**src/rtl/cpu_mem_loader_pkg.sv**
```systemverilog
// Shared types and constants for the CPU memory loader: the sequencer state
// encoding, the per-memory address steps, and the phase-skipping helper.
package loader_pkg;

  typedef enum logic [2:0] {
    IDLE,
    LD_IMEM,
    LD_DMEM,
    RUN,
    DUMP_REQ,
    DUMP_WAIT,
    DUMP_OUT,
    DONE
  } state_t;

  // Instruction memory holds 32-bit words, data memory holds 64-bit words.
  localparam int IMEM_STEP = 4;
  localparam int DMEM_STEP = 8;

  // Picks the first phase after 'cur' whose count is non-zero.
  // nz is {dump, run, dmem, imem}; empty phases are skipped outright.
  function automatic state_t nextPhase(state_t cur, logic [3:0] nz);
    logic [3:0] pending;
    case (cur)
      IDLE, DONE: pending = nz;
      LD_IMEM:    pending = nz & 4'b1110;
      LD_DMEM:    pending = nz & 4'b1100;
      RUN:        pending = nz & 4'b1000;
      default:    pending = 4'b0000;
    endcase
    if (pending[0])      return LD_IMEM;
    else if (pending[1]) return LD_DMEM;
    else if (pending[2]) return RUN;
    else if (pending[3]) return DUMP_REQ;
    else                 return DONE;
  endfunction

endpackage

```
**src/rtl/cpu_mem_loader_if.sv**
```systemverilog
// Bundle of every non-clock signal between the host side, the loader and the
// CPU memory ports. 'master' is the loader's view, 'slave' is the host/CPU view.
interface cpu_mem_loader_if #(
  parameter int CNT_W = 32
) ();

  logic             start;
  logic [CNT_W-1:0] imem_words;
  logic [CNT_W-1:0] dmem_words;
  logic [CNT_W-1:0] run_cycles;
  logic [CNT_W-1:0] dump_words;

  logic             in_valid;
  logic             in_ready;
  logic [63:0]      in_data;

  logic             out_valid;
  logic             out_ready;
  logic [63:0]      out_data;

  logic             cpu_enable;

  logic [63:0]      addr_ext;
  logic             wen_ext;
  logic             ren_ext;
  logic [31:0]      wdata_ext;

  logic [63:0]      addr_ext_2;
  logic             wen_ext_2;
  logic             ren_ext_2;
  logic [63:0]      wdata_ext_2;
  logic [63:0]      rdata_ext_2;

  logic             busy;
  logic             done;

  modport master (
    input  start, imem_words, dmem_words, run_cycles, dump_words,
    input  in_valid, in_data, out_ready, rdata_ext_2,
    output in_ready, out_valid, out_data, cpu_enable,
    output addr_ext, wen_ext, ren_ext, wdata_ext,
    output addr_ext_2, wen_ext_2, ren_ext_2, wdata_ext_2,
    output busy, done
  );

  modport slave (
    output start, imem_words, dmem_words, run_cycles, dump_words,
    output in_valid, in_data, out_ready, rdata_ext_2,
    input  in_ready, out_valid, out_data, cpu_enable,
    input  addr_ext, wen_ext, ren_ext, wdata_ext,
    input  addr_ext_2, wen_ext_2, ren_ext_2, wdata_ext_2,
    input  busy, done
  );

endinterface

```
**src/rtl/cpu_mem_loader_stream_writer.sv**
```systemverilog
// Turns accepted stream words into registered memory writes at base+step*i.
// The address register is also lent out for reads so one memory port has a
// single registered address source; it returns to 0 when idle.
module loader_stream_writer #(
  parameter int DATA_W = 32,
  parameter int CNT_W  = 32,
  parameter int STEP   = 4
) (
  input  logic              clk_i,
  input  logic              arst_i,
  input  logic              clear_i,
  input  logic              fire_i,
  input  logic [DATA_W-1:0] data_i,
  input  logic [CNT_W-1:0]  words_i,
  input  logic [63:0]       base_i,
  input  logic              rd_i,
  input  logic [63:0]       rd_addr_i,
  output logic              wen_o,
  output logic [63:0]       addr_o,
  output logic [DATA_W-1:0] data_o,
  output logic              last_o,
  output logic              full_o
);

  logic [CNT_W-1:0]  cnt_q, cnt_d;
  logic              wen_q, wen_d;
  logic [63:0]       addr_q, addr_d;
  logic [DATA_W-1:0] data_q, data_d;

  // Next write strobe/address/data and word count from the current handshake.
  always_comb begin
    cnt_d  = cnt_q;
    wen_d  = 1'b0;
    addr_d = '0;
    data_d = '0;
    if (clear_i) begin
      cnt_d = '0;
    end else if (fire_i) begin
      wen_d  = 1'b1;
      addr_d = base_i + (64'(cnt_q) * 64'(STEP));
      data_d = data_i;
      cnt_d  = cnt_q + CNT_W'(1);
    end else if (rd_i) begin
      addr_d = rd_addr_i;
    end
  end

  // Registered memory port and word counter.
  always_ff @(posedge clk_i or posedge arst_i) begin
    if (arst_i) begin
      cnt_q  <= '0;
      wen_q  <= 1'b0;
      addr_q <= '0;
      data_q <= '0;
    end else begin
      cnt_q  <= cnt_d;
      wen_q  <= wen_d;
      addr_q <= addr_d;
      data_q <= data_d;
    end
  end

  assign wen_o  = wen_q;
  assign addr_o = addr_q;
  assign data_o = data_q;
  assign last_o = fire_i && ((cnt_q + CNT_W'(1)) == words_i);
  assign full_o = (cnt_q == words_i);

endmodule

```
**src/rtl/cpu_mem_loader.sv**
```systemverilog
// Host-side sequencer: loads imem, loads dmem, runs the core for a fixed
// number of cycles, then streams dmem back out one word per read.
module cpu_mem_loader
  import loader_pkg::*;
#(
  parameter int          CNT_W     = 32,
  parameter int          RD_LAT    = 1,
  parameter logic [63:0] IMEM_BASE = 64'd0,
  parameter logic [63:0] DMEM_BASE = 64'd0
) (
  input  logic                 clk,
  input  logic                 arst,
  cpu_mem_loader_if.master     bus
);

  state_t           state_q, state_d;
  logic [CNT_W-1:0] imemWords_q, dmemWords_q, runCycles_q, dumpWords_q;
  logic [CNT_W-1:0] runCnt_q, runCnt_d;
  logic [CNT_W-1:0] waitCnt_q, waitCnt_d;
  logic [CNT_W-1:0] dumpCnt_q, dumpCnt_d;
  logic [63:0]      outData_q, outData_d;
  logic             inReady_q, inReady_d;
  logic             outValid_q, outValid_d;
  logic             cpuEnable_q, cpuEnable_d;
  logic             ren2_q, ren2_d;
  logic             busy_q, busy_d;
  logic             done_q, done_d;

  logic             startAcc;
  logic [3:0]       startNz, heldNz;
  logic             imHs, dmHs, imLast, dmLast, imFull, dmFull, outHs;
  logic [63:0]      rdAddr;

  assign startAcc = bus.start && ((state_q == IDLE) || (state_q == DONE));
  assign startNz  = {bus.dump_words != '0, bus.run_cycles != '0,
                     bus.dmem_words != '0, bus.imem_words != '0};
  assign heldNz   = {dumpWords_q != '0, runCycles_q != '0,
                     dmemWords_q != '0, imemWords_q != '0};
  assign imHs     = (state_q == LD_IMEM) && inReady_q && bus.in_valid;
  assign dmHs     = (state_q == LD_DMEM) && inReady_q && bus.in_valid;
  assign outHs    = outValid_q && bus.out_ready;
  assign rdAddr   = DMEM_BASE + (64'(dumpCnt_d) * 64'(DMEM_STEP));

  loader_stream_writer #(
    .DATA_W (32),
    .CNT_W  (CNT_W),
    .STEP   (IMEM_STEP)
  ) uImemWriter (
    .clk_i     (clk),
    .arst_i    (arst),
    .clear_i   (startAcc),
    .fire_i    (imHs),
    .data_i    (bus.in_data[31:0]),
    .words_i   (imemWords_q),
    .base_i    (IMEM_BASE),
    .rd_i      (1'b0),
    .rd_addr_i (64'd0),
    .wen_o     (bus.wen_ext),
    .addr_o    (bus.addr_ext),
    .data_o    (bus.wdata_ext),
    .last_o    (imLast),
    .full_o    (imFull)
  );

  loader_stream_writer #(
    .DATA_W (64),
    .CNT_W  (CNT_W),
    .STEP   (DMEM_STEP)
  ) uDmemWriter (
    .clk_i     (clk),
    .arst_i    (arst),
    .clear_i   (startAcc),
    .fire_i    (dmHs),
    .data_i    (bus.in_data),
    .words_i   (dmemWords_q),
    .base_i    (DMEM_BASE),
    .rd_i      (ren2_d),
    .rd_addr_i (rdAddr),
    .wen_o     (bus.wen_ext_2),
    .addr_o    (bus.addr_ext_2),
    .data_o    (bus.wdata_ext_2),
    .last_o    (dmLast),
    .full_o    (dmFull)
  );

  // Next state, phase counters and the registered-output next values.
  // A load phase leaves only after its final write has been presented, so
  // a write strobe never overlaps the run or the first dump read.
  always_comb begin
    state_d   = state_q;
    runCnt_d  = runCnt_q;
    waitCnt_d = waitCnt_q;
    dumpCnt_d = dumpCnt_q;
    outData_d = outData_q;
    case (state_q)
      IDLE, DONE: begin
        if (startAcc) begin
          state_d   = nextPhase(IDLE, startNz);
          dumpCnt_d = '0;
        end
      end
      LD_IMEM: if (imFull) state_d = nextPhase(LD_IMEM, heldNz);
      LD_DMEM: if (dmFull) state_d = nextPhase(LD_DMEM, heldNz);
      RUN: begin
        if (runCnt_q <= CNT_W'(1)) state_d = nextPhase(RUN, heldNz);
        else runCnt_d = runCnt_q - CNT_W'(1);
      end
      DUMP_REQ: state_d = DUMP_WAIT;
      DUMP_WAIT: begin
        if (waitCnt_q == '0) begin
          state_d   = DUMP_OUT;
          outData_d = bus.rdata_ext_2;
        end else begin
          waitCnt_d = waitCnt_q - CNT_W'(1);
        end
      end
      DUMP_OUT: begin
        if (outHs) begin
          dumpCnt_d = dumpCnt_q + CNT_W'(1);
          state_d   = (dumpCnt_d == dumpWords_q) ? DONE : DUMP_REQ;
        end
      end
      default: state_d = IDLE;
    endcase

    if ((state_d == RUN) && (state_q != RUN))
      runCnt_d = startAcc ? bus.run_cycles : runCycles_q;
    if ((state_d == DUMP_WAIT) && (state_q != DUMP_WAIT))
      waitCnt_d = CNT_W'(RD_LAT - 1);

    inReady_d   = ((state_d == LD_IMEM) && !imLast) ||
                  ((state_d == LD_DMEM) && !dmLast);
    cpuEnable_d = (state_d == RUN);
    ren2_d      = (state_d == DUMP_REQ);
    outValid_d  = (state_d == DUMP_OUT);
    busy_d      = !((state_d == IDLE) || (state_d == DONE));
    done_d      = (state_d == DONE);
  end

  // State, counters and all sequencer outputs.
  always_ff @(posedge clk or posedge arst) begin
    if (arst) begin
      state_q     <= IDLE;
      runCnt_q    <= '0;
      waitCnt_q   <= '0;
      dumpCnt_q   <= '0;
      outData_q   <= '0;
      inReady_q   <= 1'b0;
      outValid_q  <= 1'b0;
      cpuEnable_q <= 1'b0;
      ren2_q      <= 1'b0;
      busy_q      <= 1'b0;
      done_q      <= 1'b0;
    end else begin
      state_q     <= state_d;
      runCnt_q    <= runCnt_d;
      waitCnt_q   <= waitCnt_d;
      dumpCnt_q   <= dumpCnt_d;
      outData_q   <= outData_d;
      inReady_q   <= inReady_d;
      outValid_q  <= outValid_d;
      cpuEnable_q <= cpuEnable_d;
      ren2_q      <= ren2_d;
      busy_q      <= busy_d;
      done_q      <= done_d;
    end
  end

  // Counts are captured once per accepted start and held for the whole sequence.
  always_ff @(posedge clk or posedge arst) begin
    if (arst) begin
      imemWords_q <= '0;
      dmemWords_q <= '0;
      runCycles_q <= '0;
      dumpWords_q <= '0;
    end else if (startAcc) begin
      imemWords_q <= bus.imem_words;
      dmemWords_q <= bus.dmem_words;
      runCycles_q <= bus.run_cycles;
      dumpWords_q <= bus.dump_words;
    end
  end

  assign bus.in_ready   = inReady_q;
  assign bus.out_valid  = outValid_q;
  assign bus.out_data   = outData_q;
  assign bus.cpu_enable = cpuEnable_q;
  assign bus.ren_ext    = 1'b0;
  assign bus.ren_ext_2  = ren2_q;
  assign bus.busy       = busy_q;
  assign bus.done       = done_q;

endmodule
```
**src/flat_wrapper.sv**
```systemverilog
// flat-port wrapper written by rule: the top's interface ports become plain ports
module cpu_mem_loader_flat import loader_pkg::*;
#(
  parameter int          CNT_W     = 32,
  parameter int          RD_LAT    = 1,
  parameter logic [63:0] IMEM_BASE = 64'd0,
  parameter logic [63:0] DMEM_BASE = 64'd0
)
  (clk, arst, bus_start, bus_imem_words, bus_dmem_words, bus_run_cycles, bus_dump_words, bus_in_valid, bus_in_data, bus_out_ready, bus_rdata_ext_2, bus_in_ready, bus_out_valid, bus_out_data, bus_cpu_enable, bus_addr_ext, bus_wen_ext, bus_ren_ext, bus_wdata_ext, bus_addr_ext_2, bus_wen_ext_2, bus_ren_ext_2, bus_wdata_ext_2, bus_busy, bus_done);
  cpu_mem_loader_if #(.CNT_W(CNT_W)) bus_i ();
  input  logic clk;
  input  logic arst;
  input wire logic [$bits(bus_i.start)-1:0] bus_start;
  input wire logic [$bits(bus_i.imem_words)-1:0] bus_imem_words;
  input wire logic [$bits(bus_i.dmem_words)-1:0] bus_dmem_words;
  input wire logic [$bits(bus_i.run_cycles)-1:0] bus_run_cycles;
  input wire logic [$bits(bus_i.dump_words)-1:0] bus_dump_words;
  input wire logic [$bits(bus_i.in_valid)-1:0] bus_in_valid;
  input wire logic [$bits(bus_i.in_data)-1:0] bus_in_data;
  input wire logic [$bits(bus_i.out_ready)-1:0] bus_out_ready;
  input wire logic [$bits(bus_i.rdata_ext_2)-1:0] bus_rdata_ext_2;
  output wire logic [$bits(bus_i.in_ready)-1:0] bus_in_ready;
  output wire logic [$bits(bus_i.out_valid)-1:0] bus_out_valid;
  output wire logic [$bits(bus_i.out_data)-1:0] bus_out_data;
  output wire logic [$bits(bus_i.cpu_enable)-1:0] bus_cpu_enable;
  output wire logic [$bits(bus_i.addr_ext)-1:0] bus_addr_ext;
  output wire logic [$bits(bus_i.wen_ext)-1:0] bus_wen_ext;
  output wire logic [$bits(bus_i.ren_ext)-1:0] bus_ren_ext;
  output wire logic [$bits(bus_i.wdata_ext)-1:0] bus_wdata_ext;
  output wire logic [$bits(bus_i.addr_ext_2)-1:0] bus_addr_ext_2;
  output wire logic [$bits(bus_i.wen_ext_2)-1:0] bus_wen_ext_2;
  output wire logic [$bits(bus_i.ren_ext_2)-1:0] bus_ren_ext_2;
  output wire logic [$bits(bus_i.wdata_ext_2)-1:0] bus_wdata_ext_2;
  output wire logic [$bits(bus_i.busy)-1:0] bus_busy;
  output wire logic [$bits(bus_i.done)-1:0] bus_done;
  assign bus_i.start = bus_start;
  assign bus_i.imem_words = bus_imem_words;
  assign bus_i.dmem_words = bus_dmem_words;
  assign bus_i.run_cycles = bus_run_cycles;
  assign bus_i.dump_words = bus_dump_words;
  assign bus_i.in_valid = bus_in_valid;
  assign bus_i.in_data = bus_in_data;
  assign bus_i.out_ready = bus_out_ready;
  assign bus_i.rdata_ext_2 = bus_rdata_ext_2;
  assign bus_in_ready = bus_i.in_ready;
  assign bus_out_valid = bus_i.out_valid;
  assign bus_out_data = bus_i.out_data;
  assign bus_cpu_enable = bus_i.cpu_enable;
  assign bus_addr_ext = bus_i.addr_ext;
  assign bus_wen_ext = bus_i.wen_ext;
  assign bus_ren_ext = bus_i.ren_ext;
  assign bus_wdata_ext = bus_i.wdata_ext;
  assign bus_addr_ext_2 = bus_i.addr_ext_2;
  assign bus_wen_ext_2 = bus_i.wen_ext_2;
  assign bus_ren_ext_2 = bus_i.ren_ext_2;
  assign bus_wdata_ext_2 = bus_i.wdata_ext_2;
  assign bus_busy = bus_i.busy;
  assign bus_done = bus_i.done;
  cpu_mem_loader #(.CNT_W(CNT_W), .RD_LAT(RD_LAT), .IMEM_BASE(IMEM_BASE), .DMEM_BASE(DMEM_BASE)) u_core (.clk(clk), .arst(arst), .bus(bus_i));
endmodule
```
**config.mk**
```make
export PLATFORM = sky130hd
export DESIGN_NAME = cpu_mem_loader_flat
export DESIGN_NICKNAME = d
export VERILOG_FILES = /design/src/rtl/cpu_mem_loader_pkg.sv /design/src/rtl/cpu_mem_loader_if.sv /design/src/rtl/cpu_mem_loader_stream_writer.sv /design/src/rtl/cpu_mem_loader.sv /design/src/flat_wrapper.sv
export SDC_FILE = /design/constraint.sdc
export NUM_CORES = 1
export LEC_CHECK = 0
export BUFFER_PORTS_ARGS = -buffer_cell sky130_fd_sc_hd__buf_2
export CAP_MARGIN = 20
export CORE_UTILIZATION = 45
export DETAILED_ROUTE_END_ITERATION = 12
export HOLD_SLACK_MARGIN = 0.08
export PLACE_DENSITY = 0.67
export SLEW_MARGIN = 5
export SYNTH_ARGS = -nofsm -noshare
export SYNTH_HDL_FRONTEND = slang
export SYNTH_SLANG_ARGS = --single-unit
```
**constraint.sdc**
```tcl
create_clock -name clk -period 20.7 [get_ports clk]
set_clock_uncertainty 0.1 [all_clocks]
set_input_delay 2.07 -clock clk [delete_from_list [all_inputs] [get_ports clk]]
set_output_delay 2.07 -clock clk [all_outputs]
set_load 0.01 [all_outputs]
```
==> results of run 1 <==
## synthesized netlist by cell type (5+ instances only)
cell,n,area [sq um]
and4_1,16,140
dfrtp_1,523,13100
nor3_1,48,240
clkbuf_1,151,567
nor2_1,172,646
xor2_1,86,753
nand3_1,74,370
nand2_1,519,1950
o22ai_1,8,50.1
a211o_1,5,43.8
a221o_1,19,190
a211oi_1,8,60.1
nor2b_1,6,37.5
ha_1,6,75.1
a22o_1,35,307
inv_1,27,101
o21a_1,8,60.1
o211ai_1,12,90.1
o21ai_0,95,475
nor4_1,88,551
a21o_1,11,82.6
a21oi_1,55,275
o31ai_1,17,128
a31o_2,8,70.1
and2_1,11,68.8
a31oi_1,11,68.8
buf_4,67,503
nand3b_1,7,52.6
and3_1,151,945
nand2b_1,14,87.6
xnor2_1,136,1190
or3_1,37,231
or4_1,8,60.1
nand4_1,61,382
nor3b_1,8,60.1
mux2_2,67,754
o2111ai_1,6,52.6
buf_2,9,45.0
## cell families (layout without fill, tap and decap cells)
group,Yosys count,in the layout,share of synthesized area (%)
AOI/OAI and AO/OA,335,335,8.83
muxes,70,70,3.05
adders and majority gates,6,6,0.292
xor gates and xnor gates,222,222,7.56
and+or+nand+nor,1257,1257,24.2
buffers and inverters,266,651,5.20
other,1,66,0.0146
DFF,523,523,50.9
## report_power, final
group / switching (mW) / internal, mW
Clock: 0.430 / 0.608
Sequential: 0.222 / 1.26
Combinational: 0.630 / 0.443
Total: 1.28 / 2.31
## worst register-to-register path, delay by kind of cell, from the launching register on
family / cells / cell delay [ns]
muxes: 1 / 0.33
DFF: 1 / 0.48
AOI/OAI and AO/OA: 3 / 0.91
adders and majority gates: 1 / 0.33
and+or+nand+nor: 6 / 3.13
## through the flow
stage	hold WS [ns]	power (mW)	util, %
3_5_place_dp	0.389	2.56	50.3
2_1_floorplan	0.365	2.16	-
3_3_place_gp	0.385	2.53	50.3
6_report	0.401	3.60	53.9
5_1_grt	0.421	3.81	53.9
4_1_cts	0.404	3.62	53.7
## metal layers
layer / global-route usage, % / wire, um
met4: 9.95 / 2640
met2: 41.9 / 36200
met3: 4.71 / 5740
met1: 35.7 / 33100
met5: 0 / 74
## path summary, 6_finish.rpt
kind                                                          start                                       end  slack (ns)  cells after the start
worst min register to register  u_core.bus.out_data[59]$_DFFE_PP0P_       u_core.bus.out_data[59]$_DFFE_PP0P_        0.40                      1
min in group asynchronous                                      arst   u_core.uDmemWriter.data_o[41]$_DFF_PP0_        1.53                      2
worst min-delay path            u_core.bus.out_data[59]$_DFFE_PP0P_       u_core.bus.out_data[59]$_DFFE_PP0P_        0.40                      1
max in group asynchronous                                      arst  u_core.uImemWriter.cnt_q[19]$_DFFE_PP0P_       16.72                      4
worst max-delay path                             bus_imem_words[27]           u_core.runCnt_q[29]$_DFFE_PP0P_       15.26                     10
worst max register to register        u_core.dumpCnt_q[0]$_DFF_PP0_           u_core.runCnt_q[29]$_DFFE_PP0P_       15.36                     11
## registers in the layout, summed over array words and instances, names as in the netlist, 3 cells and up
signal	flops
u_core.uImemWriter.cnt_q	32
u_core.uDmemWriter.addr_o	32
u_core.imemWords_q	32
u_core.uImemWriter.addr_o	32
u_core.uImemWriter.data_o	32
u_core.dumpWords_q	32
u_core.runCycles_q	32
u_core.runCnt_q	32
u_core.uDmemWriter.cnt_q	32
u_core.state_q	3
u_core.dmemWords_q	32
u_core.bus.out_data	64
u_core.dumpCnt_q	32
u_core.uDmemWriter.data_o	64
u_core.waitCnt_q	32
## final cells by class
class                      count  area share [%]
timing repair buffer         518            8.93
multi-input combinational   1955            38.1
antenna                        1         0.00823
sequential                   523            43.1
tap                          756            3.11
inverter                      27           0.358
clock inverter                27           0.972
clock buffer                  79            5.42
## placed cells by master, fill, tap and decap left out, drive strengths merged, types with 30 or more instances in the layout
| cell type | instances |
|---|---|
| a21oi | 56 |
| a22o | 35 |
| and3 | 151 |
| buf | 516 |
| clkbuf | 80 |
| conb | 65 |
| dfrtp | 523 |
| inv | 30 |
| mux2 | 67 |
| nand2 | 519 |
| nand3 | 76 |
| nand4 | 63 |
| nor2 | 173 |
| nor3 | 50 |
| nor4 | 93 |
| o21ai | 98 |
| or3 | 37 |
| xnor2 | 136 |
| xor2 | 86 |
==> metrics.yaml, run 1 <==
cells_and_area:
  fin_nets: 3348
  design_area_sq_mm: 0.0304
  final_cells: 3886
  syn2layout_area_growth_pct: 18.2
  seqCellArea_sq_mm: 0.0131
  multi_input_area_sq_mm: 0.0116
  layout-drive-gt1-share_pct: 23.1
  fillers: 5183
setup_path:
  criticalPathCategory: "primary input to flop"
  cpMaxStageDelayCell: "nor2_2"
  max_stage_delay_ns: 0.96
  critical_path.top_delay_family: "simple AND/OR/NAND/NOR gates"
  cp_data_required_time_ns: 21.15
  crit_buf_inv: 1
  crit_chain: "buf_2 -> nor4_1 -> nand4_1 -> nor3_1 -> a2bb2oi_1 -> nand3_1 -> a31o_2 -> nand3_4 -> nor2_2 -> a221o_1"
  startpoint_type: "primary input"
  end_kind: "flop"
  critPathMaxFanout: 40
  cp_data_arrival_time_ns: 5.89
floorplanning:
  start_util_pct: 45.6
  rows: 87
  die_w_um: 241
  dieArea_sq_mm: 0.0581
  die_h_um: 241
  pin_count: 558
  core_sq_mm: 0.0564
clock_network:
  cts_setup_buffers: 0
  cts_buffer_depth: 3
  clkSlewWorstSetupHoldPaths_ns: 0.06
  numCtsBuffers: 56
  h-tree-depth: 2
  cts_sinks: 523
  cts-resized-gates: 0
  clock_latency_ns: 0.62
  cts_hold_buf: 0
  cts_tree: "yes"
  root_buffer: "clkbuf_16"
timing:
  fmax_ghz: 0.184
  worst_pin_slew_ns: 1.23
  period_minus_slack_ns: 5.44
  rsz0062_at_grt: "false"
  finalSetupViolations: 0
  period_share_pct: 26.3
  relSlewSlack_pct: 18.0
  hold_viol_final: 0
  drv_slew: 0
  worst_slack_ns: 15.26
  timing.setup.tns_ns: 0
logic_synthesis:
  ys_seq_area_share_pct: 50.9
  synth-edff-count: 0
  ys.flop_type: "dfrtp_1"
  syn_area_sq_mm: 0.0257
  synth-seq-cells: 523
  synth_cell_types: 83
  postSynthAreaPerCell_sq_um: 9.60
  yosysWarnings: 0
  syn_inst: 2680
  async_reset_ff_share_pct: 100
place:
  dp.cells: 3773
  place_congestion: 0.984
  post_dp_cell_area_sq_mm: 0.0284
  pre_cts_slack_ns: 14.45
  portBuffers: 492
  hpwl_um: 57200
grt:
  grt_max_degree: 190
  grt_pass1_wl_um: 119000
  grt_pass1_vias: 20717
  grt_usage_pct: 26.3
  antenna_found_initial: 6
  grt_overflow: 0
route:
  dr.pass1.iters: 5
  avgRoutedWirePerCell_um: 20.0
  vias: 21579
  drt-initial-drc-count: 1646
  drt-total-wl_um: 77800
  avgViaCountPerCell: 5.55
  ant_nets: 0
  drcViolationCount: 0
power:
  power_density_mw_per_mm2: 118
  leakage_nw: 15.3
  ir_drop_mv: 0.0803
run_status:
  status: "completed"
job:
  drv_cap: 0
worst_hold_path:
  hp-class: "flop to flop"
Note: power is estimated with default switching activity, not from simulation.
==> run 2, diff against run 1 <==
==> constraint.sdc (replaced) <==
create_clock -name clk -period 5.6 [get_ports clk]
set_clock_uncertainty 0.1 [all_clocks]
set_input_delay 0.56 -clock clk [delete_from_list [all_inputs] [get_ports clk]]
set_output_delay 0.56 -clock clk [all_outputs]
set_load 0.01 [all_outputs]
==> metrics.yaml, run 2 (synthesis results as in run 1) <==
run_status:
  status: "completed"
floorplanning:
  rows: 87
  dieArea_sq_mm: 0.0581
  pin_count: 558
  die_w_um: 241
  die_h_um: 241
  core_sq_mm: 0.0564
  start_util_pct: 45.6
timing:
  worst_slack_ns: 0.751
  relSlewSlack_pct: 24.5
  fmax_ghz: 0.206
  period_share_pct: 86.6
  rsz0062_at_grt: "false"
  finalHoldWorstSlack_ns: 0.109
  worst_pin_slew_ns: 1.13
  period_minus_slack_ns: 4.85
  drv_slew: 0
  hold_viol_final: 0
  finalSetupViolations: 0
clock_network:
  numCtsBuffers: 55
  cts_setup_buffers: 0
  cts_buffer_depth: 3
  cts_sinks: 523
  clock_latency_ns: 0.62
  h-tree-depth: 2
  cts_tree: "yes"
  root_buffer: "clkbuf_16"
  clkSlewWorstSetupHoldPaths_ns: 0.06
route:
  vias: 22509
  drt-initial-drc-count: 1734
  drcViolationCount: 0
  drt-total-wl_um: 83000
  dr.pass1.iters: 5
  avgRoutedWirePerCell_um: 20.3
  ant_nets: 0
  avgViaCountPerCell: 5.50
cells_and_area:
  final_common_cell: "dfrtp_1"
  final_cells: 4089
  syn2layout_area_growth_pct: 25.7
  final_cell_mix: "dfrtp_1, nand2_1, buf_2"
  layout-drive-gt1-share_pct: 21.7
  fin_nets: 3551
  fillers: 4846
setup_path:
  max_stage_delay_ns: 0.71
  path_common_cell: "a21o_1"
  reg2reg_depth: 12
  setup.worst_path.end: "u_core.runCnt_q[18]$_DFFE_PP0P_"
  timing.critical_path.from: "u_core.dumpCnt_q[0]$_DFF_PP0_"
  end_kind: "flop"
  cpMaxStageDelayCell: "a2111oi_0"
  r2r_end: "u_core.runCnt_q[18]$_DFFE_PP0P_"
  cp_data_arrival_time_ns: 5.25
  criticalPathCategory: "flop to flop"
  rr_startpoint: "u_core.dumpCnt_q[0]$_DFF_PP0_"
  crit_chain: "ha_1 -> nand3_1 -> or3_1 -> nor2_1 -> o2111ai_1 -> a2111oi_0 -> and4b_1 -> a21o_1 -> nand3_4 -> buf_4 -> a221o_1 -> a21o_1"
  rrSetupSlack_ns: 0.75
  critPathMaxFanout: 25
  cp_data_required_time_ns: 6.00
  startpoint_type: "flop"
worst_hold_path:
  hp-class: "primary input to flop"
  min-delay-start: "bus_rdata_ext_2[9]"
power:
  leakage_nw: 16.1
  ir_drop_mv: 0.237
  power_density_mw_per_mm2: 413
grt:
  grt_usage_pct: 27.9
  antenna_found_initial: 7
  grt_pass1_wl_um: 126000
  grt_pass1_vias: 22021
  grt_overflow: 0
  grt_max_degree: 169
place:
  portBuffers: 492
  place_congestion: 0.956
  dp.cells: 3778
  hpwl_um: 58300
  pre_cts_slack_ns: 0.753
job:
  drv_cap: 0
==> run 2: cell count changes in the layout (fill, tap and decap cells not counted), moves of 2 or more <==
cell           change
clkinvlp_4         -2
dlygate4sd3_1    +204
diode_2            +4
buf_12             +4
clkinv_2           +4
bufinv_16          -2
inv_6              -2
buf_16             -2
==> run 2: how the worst min path moves through the flow <==
| stage | slack [ns] | end | cells past startpoint |
|---|---|---|---|
| 6_report | 0.11 | u_core.bus.out_data[9]$_DFFE_PP0P_ | 2 |
| 5_1_grt | 0.09 | u_core.uDmemWriter.data_o[0]$_DFF_PP0_ | 2 |
| 4_1_cts | 0.08 | u_core.runCycles_q[7]$_DFF_PP0_ | 3 |
| 3_5_place_dp | 0.38 | u_core.imemWords_q[27]$_DFFE_PP0P_ | 2 |
| 3_3_place_gp | 0.38 | u_core.imemWords_q[30]$_DFFE_PP0P_ | 2 |
| 2_1_floorplan | 0.37 | u_core.imemWords_q[0]$_DFFE_PP0P_ | 2 |
==> run 2: critical path: cells and delay by family (launching register included) <==
| family | cells | cell delay, ns |
|---|---|---|
| buffers and inverters | 1 | 0.32 |
| flip-flops | 1 | 0.48 |
| AO/OA/AOI/OAI | 5 | 1.76 |
| AND/OR/NAND/NOR | 5 | 1.76 |
| adder cells (fa/ha/maj) | 1 | 0.32 |
==> run 2: area by class of cell <==
cell class	instances	area, sq um	share of cell area (%)
flip-flops and latches	523	13100	40.5
multi-input cells	1955	11600	35.8
repair buffers	722	4760	14.7
clock buffers	77	1620	5.01
well taps	756	946	2.92
clock inverters	24	223	0.689
inverters	27	105	0.325
diodes	5	12.5	0.0387
==> run 2: power by group <==
group          total, mW  internal [mW]  switching, mW
clock network       3.67           2.11           1.56
registers           5.52           4.67          0.851
logic               4.16           1.75           2.41
==> run 2: routing by layer <==
metal	track usage, %	wire length [um]	share of wire, %	vias up
met5	0	27	0.033	-
met4	11.1	3060	3.7	4
met3	4.96	5450	6.6	172
met2	45.5	39700	48	876
met1	36.7	34800	42	11021
li1	-	-	-	10436
==> run 2: timing repair <==
action                                 in CTS  in global routing
hold buffers                              204                  0
gates resized for setup                     0                  0
endpoints found under the hold margin     235                  0
==> run 2: through the flow <==
| step | power [mW] | area, sq um | util, % | setup TNS (ns) |
|---|---|---|---|---|
| after CTS | 13.3 | 32300 | 57.3 | 0 |
| after global placement | 9.41 | 28400 | 50.4 | 0 |
| final | 13.4 | 32300 | 57.4 | 0 |
| after detailed placement | 9.52 | 28400 | 50.4 | 0 |
| after global routing | 14.1 | 32300 | 57.4 | 0 |
| after floorplan | 7.99 | 26000 | - | -1132.92 |
